$ cat src/rtl/pix_plane_tx.sv
// Bit-plane transmitter: reads 8-bit pixels from a buffer and sends each as eight DW-wide planes, LSB first.
// Optional macro PIX_TX_TEST_PATTERN_EN replaces buffer data with the pixel index (PIX_REN held low).
module pix_plane_tx #(
    parameter int DW  = 128,
    parameter int AW  = 10,
    parameter int GAP = 10
) (
    input  logic          SYS_CLK,
    input  logic          SYS_RST,
    input  logic          START,
    input  logic [7:0]    PIC_SIZE,
    input  logic [AW-1:0] RDADDR_START,
    output logic          PIX_REN,
    output logic [AW-1:0] PIX_RADDR,
    input  logic [7:0]    PIX_RDATA,
    output logic [DW-1:0] DATA,
    output logic          DATA_VLD,
    input  logic          WREADY,
    output logic          DATA_SOP,
    output logic          DATA_HSYNC,
    output logic          BUSY,
    output logic          DONE
);

    typedef enum logic [2:0] {
        S_IDLE,
        S_SOP,
        S_LOAD,
        S_SEND,
        S_HSYNC,
        S_GAP,
        S_FIN
    } state_t;

    localparam int GW  = (GAP > 1) ? $clog2(GAP) : 1;
    localparam int GM1 = (GAP > 0) ? GAP - 1 : 0;
    localparam logic [GW-1:0] GAP_LAST = GM1[GW-1:0];

    state_t        state_q;
    logic [7:0]    size_q;
    logic [7:0]    col_q;
    logic [7:0]    row_q;
    logic [7:0]    pix_q;
    logic [2:0]    bit_q;
    logic [GW-1:0] gap_q;
    logic          rd_q;
    logic          fin_q;

    logic          ren_q;
    logic [AW-1:0] raddr_q;
    logic [DW-1:0] data_q;
    logic          vld_q;
    logic          sop_q;
    logic          hsync_q;
    logic          busy_q;
    logic          done_q;

    logic [7:0]    pix_in;
    logic          pix_done;
    logic          last_col;
    logic          last_row;
    logic [7:0]    col_d;
    logic [7:0]    row_d;

    assign pix_done = (state_q == S_SEND) && WREADY && (bit_q == 3'd7);
    assign last_col = (col_q == size_q - 8'd1);
    assign last_row = (row_q == size_q - 8'd1);

    always_comb begin
        col_d = col_q + 8'd1;
        row_d = row_q;
        if (last_col) begin
            col_d = '0;
            row_d = last_row ? 8'd0 : row_q + 8'd1;
        end
    end

`ifdef PIX_TX_TEST_PATTERN_EN
    localparam logic REN_ON = 1'b0;
    logic [7:0] idx_q;
    logic       unused_rdata;

    assign unused_rdata = ^PIX_RDATA;

    // Pixel index modulo 256 stands in for buffer contents.
    always_ff @(posedge SYS_CLK or negedge SYS_RST) begin
        if (!SYS_RST) begin
            idx_q <= '0;
        end else if (state_q == S_IDLE) begin
            idx_q <= '0;
        end else if (pix_done) begin
            idx_q <= idx_q + 8'd1;
        end
    end

    assign pix_in = idx_q;
`else
    localparam logic REN_ON = 1'b1;
    assign pix_in = PIX_RDATA;
`endif

    always_ff @(posedge SYS_CLK or negedge SYS_RST) begin
        if (!SYS_RST) begin
            state_q <= S_IDLE;
            size_q  <= '0;
            col_q   <= '0;
            row_q   <= '0;
            pix_q   <= '0;
            bit_q   <= '0;
            gap_q   <= '0;
            rd_q    <= 1'b0;
            fin_q   <= 1'b0;
            ren_q   <= 1'b0;
            raddr_q <= '0;
            data_q  <= '0;
            vld_q   <= 1'b0;
            sop_q   <= 1'b0;
            hsync_q <= 1'b0;
            busy_q  <= 1'b0;
            done_q  <= 1'b0;
        end else begin
            sop_q   <= 1'b0;
            hsync_q <= 1'b0;
            done_q  <= 1'b0;
            case (state_q)
                S_IDLE: begin
                    if (START) begin
                        busy_q <= 1'b1;
                        if (PIC_SIZE != 8'd0) begin
                            size_q  <= PIC_SIZE;
                            col_q   <= '0;
                            row_q   <= '0;
                            fin_q   <= 1'b0;
                            raddr_q <= RDADDR_START;
                            ren_q   <= REN_ON;
                            sop_q   <= 1'b1;
                            state_q <= S_SOP;
                        end else begin
                            done_q  <= 1'b1;
                            state_q <= S_FIN;
                        end
                    end
                end
                S_SOP: begin
                    ren_q   <= 1'b0;
                    state_q <= S_LOAD;
                end
                S_LOAD: begin
                    // Buffer data arrives the cycle after the read; first plane goes straight out.
                    pix_q   <= pix_in;
                    bit_q   <= '0;
                    data_q  <= {DW{pix_in[0]}};
                    vld_q   <= 1'b1;
                    state_q <= S_SEND;
                end
                S_SEND: begin
                    if (WREADY) begin
                        if (bit_q != 3'd7) begin
                            bit_q  <= bit_q + 3'd1;
                            data_q <= {DW{pix_q[bit_q + 3'd1]}};
                        end else begin
                            vld_q  <= 1'b0;
                            data_q <= '0;
                            col_q  <= col_d;
                            row_q  <= row_d;
                            gap_q  <= '0;
                            if (last_col) begin
                                fin_q   <= last_row;
                                hsync_q <= 1'b1;
                                state_q <= S_HSYNC;
                            end else begin
                                state_q <= S_GAP;
                                if (GAP == 0) begin
                                    rd_q    <= 1'b1;
                                    ren_q   <= REN_ON;
                                    raddr_q <= raddr_q + AW'(1);
                                end
                            end
                        end
                    end
                end
                S_HSYNC: begin
                    if (fin_q) begin
                        done_q  <= 1'b1;
                        state_q <= S_FIN;
                    end else begin
                        gap_q   <= '0;
                        state_q <= S_GAP;
                        if (GAP == 0) begin
                            rd_q    <= 1'b1;
                            ren_q   <= REN_ON;
                            raddr_q <= raddr_q + AW'(1);
                        end
                    end
                end
                S_GAP: begin
                    // Idle cycles first; the read cycle is the last one spent here.
                    if (rd_q) begin
                        rd_q    <= 1'b0;
                        ren_q   <= 1'b0;
                        state_q <= S_LOAD;
                    end else if (gap_q == GAP_LAST) begin
                        rd_q    <= 1'b1;
                        ren_q   <= REN_ON;
                        raddr_q <= raddr_q + AW'(1);
                    end else begin
                        gap_q <= gap_q + GW'(1);
                    end
                end
                S_FIN: begin
                    busy_q  <= 1'b0;
                    state_q <= S_IDLE;
                end
                default: begin
                    state_q <= S_IDLE;
                end
            endcase
        end
    end

    assign PIX_REN    = ren_q;
    assign PIX_RADDR  = raddr_q;
    assign DATA       = data_q;
    assign DATA_VLD   = vld_q;
    assign DATA_SOP   = sop_q;
    assign DATA_HSYNC = hsync_q;
    assign BUSY       = busy_q;
    assign DONE       = done_q;

endmodule

$ cat config.mk
export PLATFORM = sky130hd
export DESIGN_NAME = pix_plane_tx
export DESIGN_NICKNAME = d
export VERILOG_FILES = /design/src/rtl/pix_plane_tx.sv
export SDC_FILE = /design/constraint.sdc
export NUM_CORES = 1
export LEC_CHECK = 0
export CORE_MARGIN = 2
export CORE_UTILIZATION = 25
export CTS_CLUSTER_DIAMETER = 60
export DETAILED_ROUTE_END_ITERATION = 10
export GPL_ROUTABILITY_DRIVEN = 1
export PLACE_DENSITY = 0.5
export SLEW_MARGIN = 20
export SYNTH_ARGS = -nofsm -noshare
export SYNTH_HDL_FRONTEND = slang
export SYNTH_SLANG_ARGS = --single-unit
$ cat constraint.sdc
create_clock -name SYS_CLK -period 5.2 [get_ports SYS_CLK]
set_input_delay 0.52 -clock SYS_CLK [delete_from_list [all_inputs] [get_ports SYS_CLK]]
set_output_delay 0.52 -clock SYS_CLK [all_outputs]
set_load 0.01 [all_outputs]
== Word level (Yosys, flattened, before mapping) ==
Index checks and enable logic that the tools add are counted.

* Register bits: 188
* Bits of input ports: 30
* Output and inout bits: 144
* Logic and storage cells: 132

* Add/subtract/negate cells: 6
* Order comparisons: 1
* Equality and inequality tests: 22
* Muxes and demuxes: 67
* Reduce and logical (&&, ||, !) cells: 19

{| class="wikitable"
|+ Operator list
! operator !! number
|-
| 128-bit two-way mux || 2
|-
| 128-bit one-hot mux with 2 select lines || 1
|-
| 8-bit two-way mux || 9
|-
| 10-bit two-way mux || 4
|-
| 8-bit one-hot mux with 2 select lines || 2
|-
| 1-bit two-way mux || 26
|-
| 3-bit two-way mux || 7
|-
| 4-bit two-way mux || 5
|-
| 2-bit inequality test, second input constant || 10
|-
| 10-bit one-hot mux with 2 select lines || 1
|-
| 3-bit one-hot mux with 6 select lines || 1
|-
| 8-bit by 1-bit adder with 8-bit output, second input constant || 2
|-
| 8-bit equality test || 2
|-
| 4-bit one-hot mux with 3 select lines || 1
|-
| 6-bit AND reduction || 2
|-
| 10-bit by 1-bit adder with 10-bit output, second input constant || 1
|-
| 5-bit AND reduction || 2
|-
| 3-bit equality test, second input constant || 3
|-
| 3-bit AND reduction || 3
|-
| 1-bit one-hot mux with 2 select lines || 4
|-
| 4-bit AND reduction || 2
|-
| 2-bit nonzero test || 4
|-
| 8-bit nonzero test || 1
|-
| 8-bit by 1-bit subtractor with 8-bit output, second input constant || 1
|-
| other kinds (15) || 19
|}

== Longest topological paths before layout ==
Gate-level depths: netlist of the first run.

* Depth in word-level cells: 7
* Depth in mapped cells: 10
* Depth with buffers taken out: 9

== Least setup slack after synthesis of the first run ==
OpenSTA, ideal clock, no wires.

* Kind: register -> output
* Start point: reg DATA[126] (netlist name)
* End point: out DATA[100]
* Arrival time: 2.637 ns
* Data required time: 4.680 ns
* Slack: 2.043 ns
* Cell stages (with the launch flop): 2
* Path buffers: 1
* Cells stage by stage: dfrtp_1 -> buf_4

{| class="wikitable"
|+ RTL lines
! element !! RTL line !! text
|-
| end, declared || 16 || <nowiki>output logic [DW-1:0] DATA,</nowiki>
|}

== Worst setup path after layout of the first run ==
* Start point: reg state_q[0]
* End point: reg row_q[5]

* Word-level cells in the longest chain between the ends: 3
* Elaborated cells on any way between the ends: 10
* Those cells by class: 6 x eq/ne; 1 x mux; 3 x reduce/logical

{| class="wikitable"
|+ RTL lines
! element !! RTL line !! text
|-
| start, declared || 39 || <nowiki>state_t state_q;</nowiki>
|-
| start signal, assigned || 104 || <nowiki>state_q <= S_IDLE;</nowiki>
|-
| start signal, assigned || 137 || <nowiki>state_q <= S_SOP;</nowiki>
|-
| start signal, assigned || 140 || <nowiki>state_q <= S_FIN;</nowiki>
|-
| 3-bit by 2-bit equality test with 1-bit output or 3-bit logical NOT (tied branches) || 125 || <nowiki>case (state_q)</nowiki>
|-
| 2-bit inequality test (no source line) or 2-bit nonzero test (tied branches) || -- ||
|-
| 6-bit AND reduction (no source line) || -- ||
|-
| end signal, assigned || 165 || <nowiki>row_q <= row_d;</nowiki>
|-
| end, declared || 42 || <nowiki>logic [7:0] row_q;</nowiki>
|}

Parallel ways exist; a longest one is shown, timed or not.
A chain may end at the register's enable or synchronous reset.

==> results of run 1 <==
## power groups by stage
stage | Sequential [mW] | Combinational (mW) | Clock (mW)
after floorplan | 0.934 | 1.87 | 0
after global placement | 1.04 | 2.22 | 0
after detailed placement | 1.06 | 2.23 | 0
after CTS | 1.05 | 2.24 | 0.712
after global routing | 1.01 | 2.48 | 0.734
final | 0.965 | 2.31 | 0.692
## critical path, stage by stage, from the launching register on
cell and delay, ns:
dfrtp_1 0.63, nor3_1 0.57, nand3_1 0.24, inv_2 0.30, nor2_1 0.23, buf_4 0.23, or4_1 0.64, o22ai_1 0.23
## worst max-delay path by stage
stage                            from        end  slack (ns)  cells after the start
after floorplan             DATA[126]  DATA[100]        2.04                      1
after global placement    PIC_SIZE[1]   row_q[5]        1.83                      9
after detailed placement  PIC_SIZE[1]   row_q[5]        1.73                      9
after CTS                  state_q[0]   row_q[5]        2.02                      7
after global routing       state_q[0]   row_q[5]        1.82                      7
final                      state_q[0]   row_q[5]        2.04                      7
## state kept, by name, summed over array words and instances, names as in the netlist, 3 cells and up
register / cells
pix_q: 8
PIX_RADDR: 10
col_q: 8
state_q: 3
gap_q: 4
row_q: 8
size_q: 8
bit_q: 3
## layout make-up
type / instances / area, um^2 / share of cell area
Clock buffer: 10 / 229.0 / 0.03877
Tap cell: 229 / 286.5 / 0.04852
Sequential cell: 61 / 1530 / 0.2591
Timing Repair Buffer: 176 / 1769 / 0.2996
Inverter: 18 / 67.56 / 0.01144
Clock inverter: 6 / 111.4 / 0.01886
Multi-Input combinational cell: 289 / 1912 / 0.3237
## metal layers
| metal | track usage | vias to the layer above | share of wire |
|---|---|---|---|
| met5 | 0 | - | 0 |
| met1 | 0.1449 | 1670 | 0.47 |
| li1 | - | 1756 | - |
| met2 | 0.1670 | 141 | 0.46 |
| met3 | 0.02452 | 8 | 0.063 |
| met4 | 0.03243 | 0 | 0.010 |
## cells by family (layout without fill, tap and decap cells)
kind of cell,after synthesis,count (layout),share of synthesized area
DFF,61,61,0.3358
muxes,19,19,0.05147
and+or+nand+nor,134,134,0.1478
xor gates and xnor gates,16,16,0.03083
buffers and inverters,166,210,0.2436
adders and majority gates,8,8,0.02202
AOI/OAI and AO/OA,112,112,0.1685
## placed cells by master (no fill, tap or decap), types with 4 or more instances in the layout
cell / count
a22o_1: 6
and3_1: 5
xnor2_1: 10
clkbuf_16: 9
ha_1: 8
o21ai_0: 28
nand3_1: 21
dfrtp_1: 60
o22ai_1: 15
mux2_2: 14
a21oi_1: 23
inv_1: 17
a31oi_1: 5
a211oi_1: 9
o21ai_1: 6
nand4_1: 4
nor2_1: 23
nor3_1: 9
nand2_1: 37
nand2b_1: 9
xor2_1: 6
and2_1: 4
nor2b_1: 7
clkdlybuf4s50_1: 172
## per-stage QoR
stage / cell area [um^2] / utilization
after floorplan: 4546 / -
after global placement: 5538 / 0.3093
after detailed placement: 5538 / 0.3093
after CTS: 5878 / 0.3283
after global routing: 5906 / 0.3299
final: 5906 / 0.3299
==> flow_summary.yaml, run 1 <==
place:
  dp_slack_ns: 1.733
  dp.cells: 772
  place_congestion: 0.7937
  dp_hpwl_um: 7685
  port_buffers: 173
yosys:
  async_flop_share: 1.000
  ys_ff_latch: 61
  syn_area_per_cell_um2: 8.809
  synth-main-ff-cell: "dfrtp_1"
  synthDistinctLibCells: 51
  synth-edff-count: 0
  ys_warn_count: 0
  syn_nets: 554
  synthTopCellsByCount: "buf_4 (128), dfrtp_1 (61), nand2_1 (37), o21ai_0 (28)"
  synthesis.area_um2: 4546
  ys_seq_area_frac: 0.3358
  yosysMostFrequentCell: "buf_4"
  yosysTopAreaCellShare: 0.3358
  synth_area_leaders: "dfrtp_1 (34%), buf_4 (21%), mux2_2 (3.5%)"
  synth_area_leader_cell: "dfrtp_1"
  syn_inst: 516
outcome:
  outcome: "finished clean"
cells_and_area:
  area_growth_pct: 29.92
  drive_gt1_frac: 0.07679
  final_net_count: 593
  instances_no_fill: 789
  n_fill_cell: 1823
  insertedDiodeCount: 0
critical_path:
  cp-start-kind: "flip-flop"
  cp.arrival_ns: 3.41
  cp_data_required_time_ns: 5.45
  cp_max_fo: 24
  critPathCaptureType: "flip-flop"
  reg2reg_depth: 7
  rrSetupSlack_ns: 2.04
  r2r-start: "state_q[0]"
  worstSetupPathType: "reg -> reg"
  r2r-end: "row_q[5]"
global_routing:
  antenna_found_initial: 0
  grt_util_all_layers: 0.1059
  grt_max_degree: 130
  grt-ovfl-total: 0
  grt_pass1_wl_um: 16700
  grt_pass1_vias: 3159
power:
  clockPowerShare: 0.174
  power.density_nw_per_um2: 672.3
  combinationalPowerShare: 0.582
  ir_worst_vdd_mv: 0.5170
  p_switching_mw: 1.522
  p_sw_frac: 0.3834
  seq_power_share: 0.243
  intPower_mw: 2.448
  p_leak_nw: 2.273
  finalPower_mw: 3.970
hold_path:
  hp-class: "in -> async"
die:
  die_w_um: 138.8
  num_io_pins: 174
  rows: 49
  start_util: 0.2539
  die_y_um: 138.8
  core_area_um2: 17900
  die_area_um2: 19280
job:
  maxCapViolCount: 0
timing:
  fin_hold_ws_ns: 0.3589
  worstMarginPinSlew_ns: 0.7808
  rsz0062_at_grt: "false"
  fmax_mhz: 316.6
  final.setup.worst_slack_ns: 2.042
  layout_min_cycle_time_ns: 3.158
  finalSetupTns_ns: 0
  slew_headroom: 0.4795
  finalMaxSlewViolations: 0
  skew_ns: 0.009731
  fin_crit_sh: 0.6074
  setup_viol: 0
  hold_violations: 0
clock_network:
  cts-root-buf: "clkbuf_16"
  worstSkewPairLatency_ns: 0.33
  clock_path_buffers: 2
  cts_setup_buffers: 0
  cts_hold_buf: 0
  cts_tree: "built"
  clk_pin_slew_ns: 0.06
  cts_num_sinks: 61
  cts_buffers: 9
  cts_resized: 0
  htreeDepth: 3
routing:
  drc: 0
  wire_per_inst_um: 13.30
  drt_iter0_drc: 214
  num_vias: 3575
  first_pass_iters: 4
  wl_um: 10490
  vias_per_cell: 4.531
  ant_nets: 0
Power figures use the tool's default switching activity.
==> run 2: changes to the inputs <==
--- a/config.mk
+++ b/config.mk
@@ -10,7 +10,7 @@
 export CTS_CLUSTER_DIAMETER = 60
 export DETAILED_ROUTE_END_ITERATION = 10
 export GPL_ROUTABILITY_DRIVEN = 1
-export PLACE_DENSITY = 0.5
+export PLACE_DENSITY = 0.51
 export SLEW_MARGIN = 20
 export SYNTH_ARGS = -nofsm -noshare
 export SYNTH_HDL_FRONTEND = slang
==> constraint.sdc (replaced) <==
create_clock -name SYS_CLK -period 2.7 [get_ports SYS_CLK]
set_input_delay 0.27 -clock SYS_CLK [delete_from_list [all_inputs] [get_ports SYS_CLK]]
set_output_delay 0.27 -clock SYS_CLK [all_outputs]
set_load 0.01 [all_outputs]
==> run 2 against run 1 <==
  * First-iteration DRC count is 22% lower
  * Maximum frequency rose by 22%
  * Die area is the same
  * Sequential cell count unchanged
  * Clock skew down 0.0033 ns
  * Sequential power up 80%
  * Global-route usage is 0.25 points higher
  * Critical path type unchanged
  * Wire length rose by 2.6%
  * Via count grew 3.3%
  * Setup slack lost 1.9 ns
==> flow_summary.yaml, run 2 (same netlist as run 1, synthesis figures left out) <==
outcome:
  outcome: "finished clean"
critical_path:
  r2r-end: "row_q[5]"
  critPathTopFamily: "compound AO/OA/AOI/OAI gates"
  cp.arrival_ns: 2.84
  rrSetupSlack_ns: 0.12
  max_stage_delay_ns: 0.59
  startpoint: "size_q[0]"
  cp.depth: 9
  r2r-start: "size_q[0]"
  cp_max_fo: 7
  critPathCaptureType: "flip-flop"
  endpoint: "row_q[5]"
  worstSetupPathType: "reg -> reg"
  crit_chain: "inv_1 > ha_1 > xnor2_1 > nor2_1 > a311o_1 > a2111oi_4 > a21oi_4 > or4_4 > o22ai_1"
  cp_data_required_time_ns: 2.96
  cp_slowest_cell: "or4_4"
  cp-start-kind: "flip-flop"
  reg2reg_depth: 9
  crit_buf_inv: 1
routing:
  vias_per_cell: 4.538
  drt_iter0_drc: 166
  route.met3.wl_um: 931
  first_pass_iters: 4
  drc: 0
  maxUsedRoutingLayer: "met4"
  wire_per_inst_um: 13.22
  wl_met1_um: 4877
  wl_um: 10760
  num_vias: 3694
  ant_nets: 0
  wl_met2_um: 4785
power:
  power.density_nw_per_um2: 1291
  finalPower_mw: 7.928
  p_leak_nw: 2.409
  ir_worst_vdd_mv: 0.4521
timing:
  slew_headroom: 0.3946
  rsz0062_at_grt: "true"
  finalMaxSlewViolations: 0
  setup_viol: 0
  final.setup.worst_slack_ns: 0.1158
  fin_crit_sh: 0.9571
  layout_min_cycle_time_ns: 2.584
  fin_hold_ws_ns: 0.06405
  skew_ns: 0.006480
  hold_violations: 0
  worstMarginPinSlew_ns: 0.9081
  fmax_mhz: 387.0
clock_network:
  htreeDepth: 3
  cts-root-buf: "clkbuf_16"
  worstSkewPairLatency_ns: 0.34
  cts_buffers: 9
  cts_num_sinks: 61
  cts_tree: "built"
  clock_path_buffers: 2
  clk_pin_slew_ns: 0.05
  cts_hold_buf: 0
hold_path:
  hp-class: "in -> async"
cells_and_area:
  drive_gt1_frac: 0.1299
  regArea_um2: 1530
  multi_input_area_um2: 1954
  layout_common_cells: "clkdlybuf4s50_1 (172), dfrtp_1 (60), nand2_1 (37)"
  area_growth_pct: 35.07
  largest_reg_flops: 10
  final_net_count: 618
  n_fill_cell: 1787
  insertedDiodeCount: 0
  fin_util: 0.3430
  final_common_cell: "clkdlybuf4s50_1"
die:
  die_w_um: 138.8
  num_io_pins: 174
  die_area_um2: 19280
  die_y_um: 138.8
  rows: 49
  start_util: 0.2539
  core_area_um2: 17900
place:
  place_congestion: 0.8381
  port_buffers: 173
  dp_hpwl_um: 7855
  dp_slack_ns: -0.08106
global_routing:
  grt_pass1_wl_um: 17280
  antenna_found_initial: 0
  grt-ovfl-total: 0
  grt_pass1_vias: 3364
  grt_max_degree: 127
  grt_util_all_layers: 0.1084
job:
  maxCapViolCount: 0
-- run 2: cell types whose count changed in the layout (fill, tap and decap cells not counted), moves of 2 or more --
cell and change:
clkbuf_8 +2, a211oi_2 +4, or4_1 -2, buf_4 +25, a211oi_1 -4, or4_4 +2
-- run 2: power by group --
part	switching, mW	leakage, nW	internal (mW)
clock network	0.421	0.173	0.950
registers	0.466	0.725	1.28
logic	2.10	1.51	2.71
-- run 2: metal layers --
layer / GRT usage / vias up
met1: 0.1503 / 1703
li1: - / 1800
met3: 0.02279 / 15
met5: 0 / -
met2: 0.1680 / 176
met4: 0.03775 / 0
-- run 2: through the flow --
step / instances / area (um^2) / TNS, ns
after floorplan: 516 / 4547 / 0
after global placement: 798 / 5746 / 0
after detailed placement: 798 / 5746 / -0.3023
after CTS: 814 / 6112 / 0
after global routing: 814 / 6140 / -0.008137
final: 814 / 6140 / 0
-- run 2: worst register-to-register path, cell delays in order, from the launching register on --
cell	delay, ns
dfrtp_1	0.37
inv_1	0.07
ha_1	0.24
xnor2_1	0.20
nor2_1	0.06
a311o_1	0.31
a2111oi_4	0.40
a21oi_4	0.10
or4_4	0.59
o22ai_1	0.18
-- run 2: timing repair --
| action | 4_1_cts | 5_1_grt |
|---|---|---|
| gates resized for setup | 3 | 6 |
| setup endpoints to repair | 7 | 11 |
| pin swaps | 0 | 3 |
| setup buffers | 0 | 1 |
| gates cloned | 0 | 0 |
-- run 2: cell type report --
type	instances	area share
Clock inverter	4	0.01549
Tap cell	229	0.04667
Multi-Input combinational cell	289	0.3183
Timing Repair Buffer	201	0.3175
Inverter	18	0.01100
Clock buffer	12	0.04178
Sequential cell	61	0.2492
-- run 2: how the worst min path moves through the flow --
| stage | end | slack, ns | start |
|---|---|---|---|
| floorplan | BUSY | -0.03 | SYS_RST |
| global placement | pix_q[3] | 0.46 | SYS_RST |
| detailed placement | pix_q[6] | 0.47 | SYS_RST |
| CTS | pix_q[3] | 0.11 | SYS_RST |
| global route | pix_q[3] | 0.15 | SYS_RST |
| finish | pix_q[6] | 0.06 | SYS_RST |
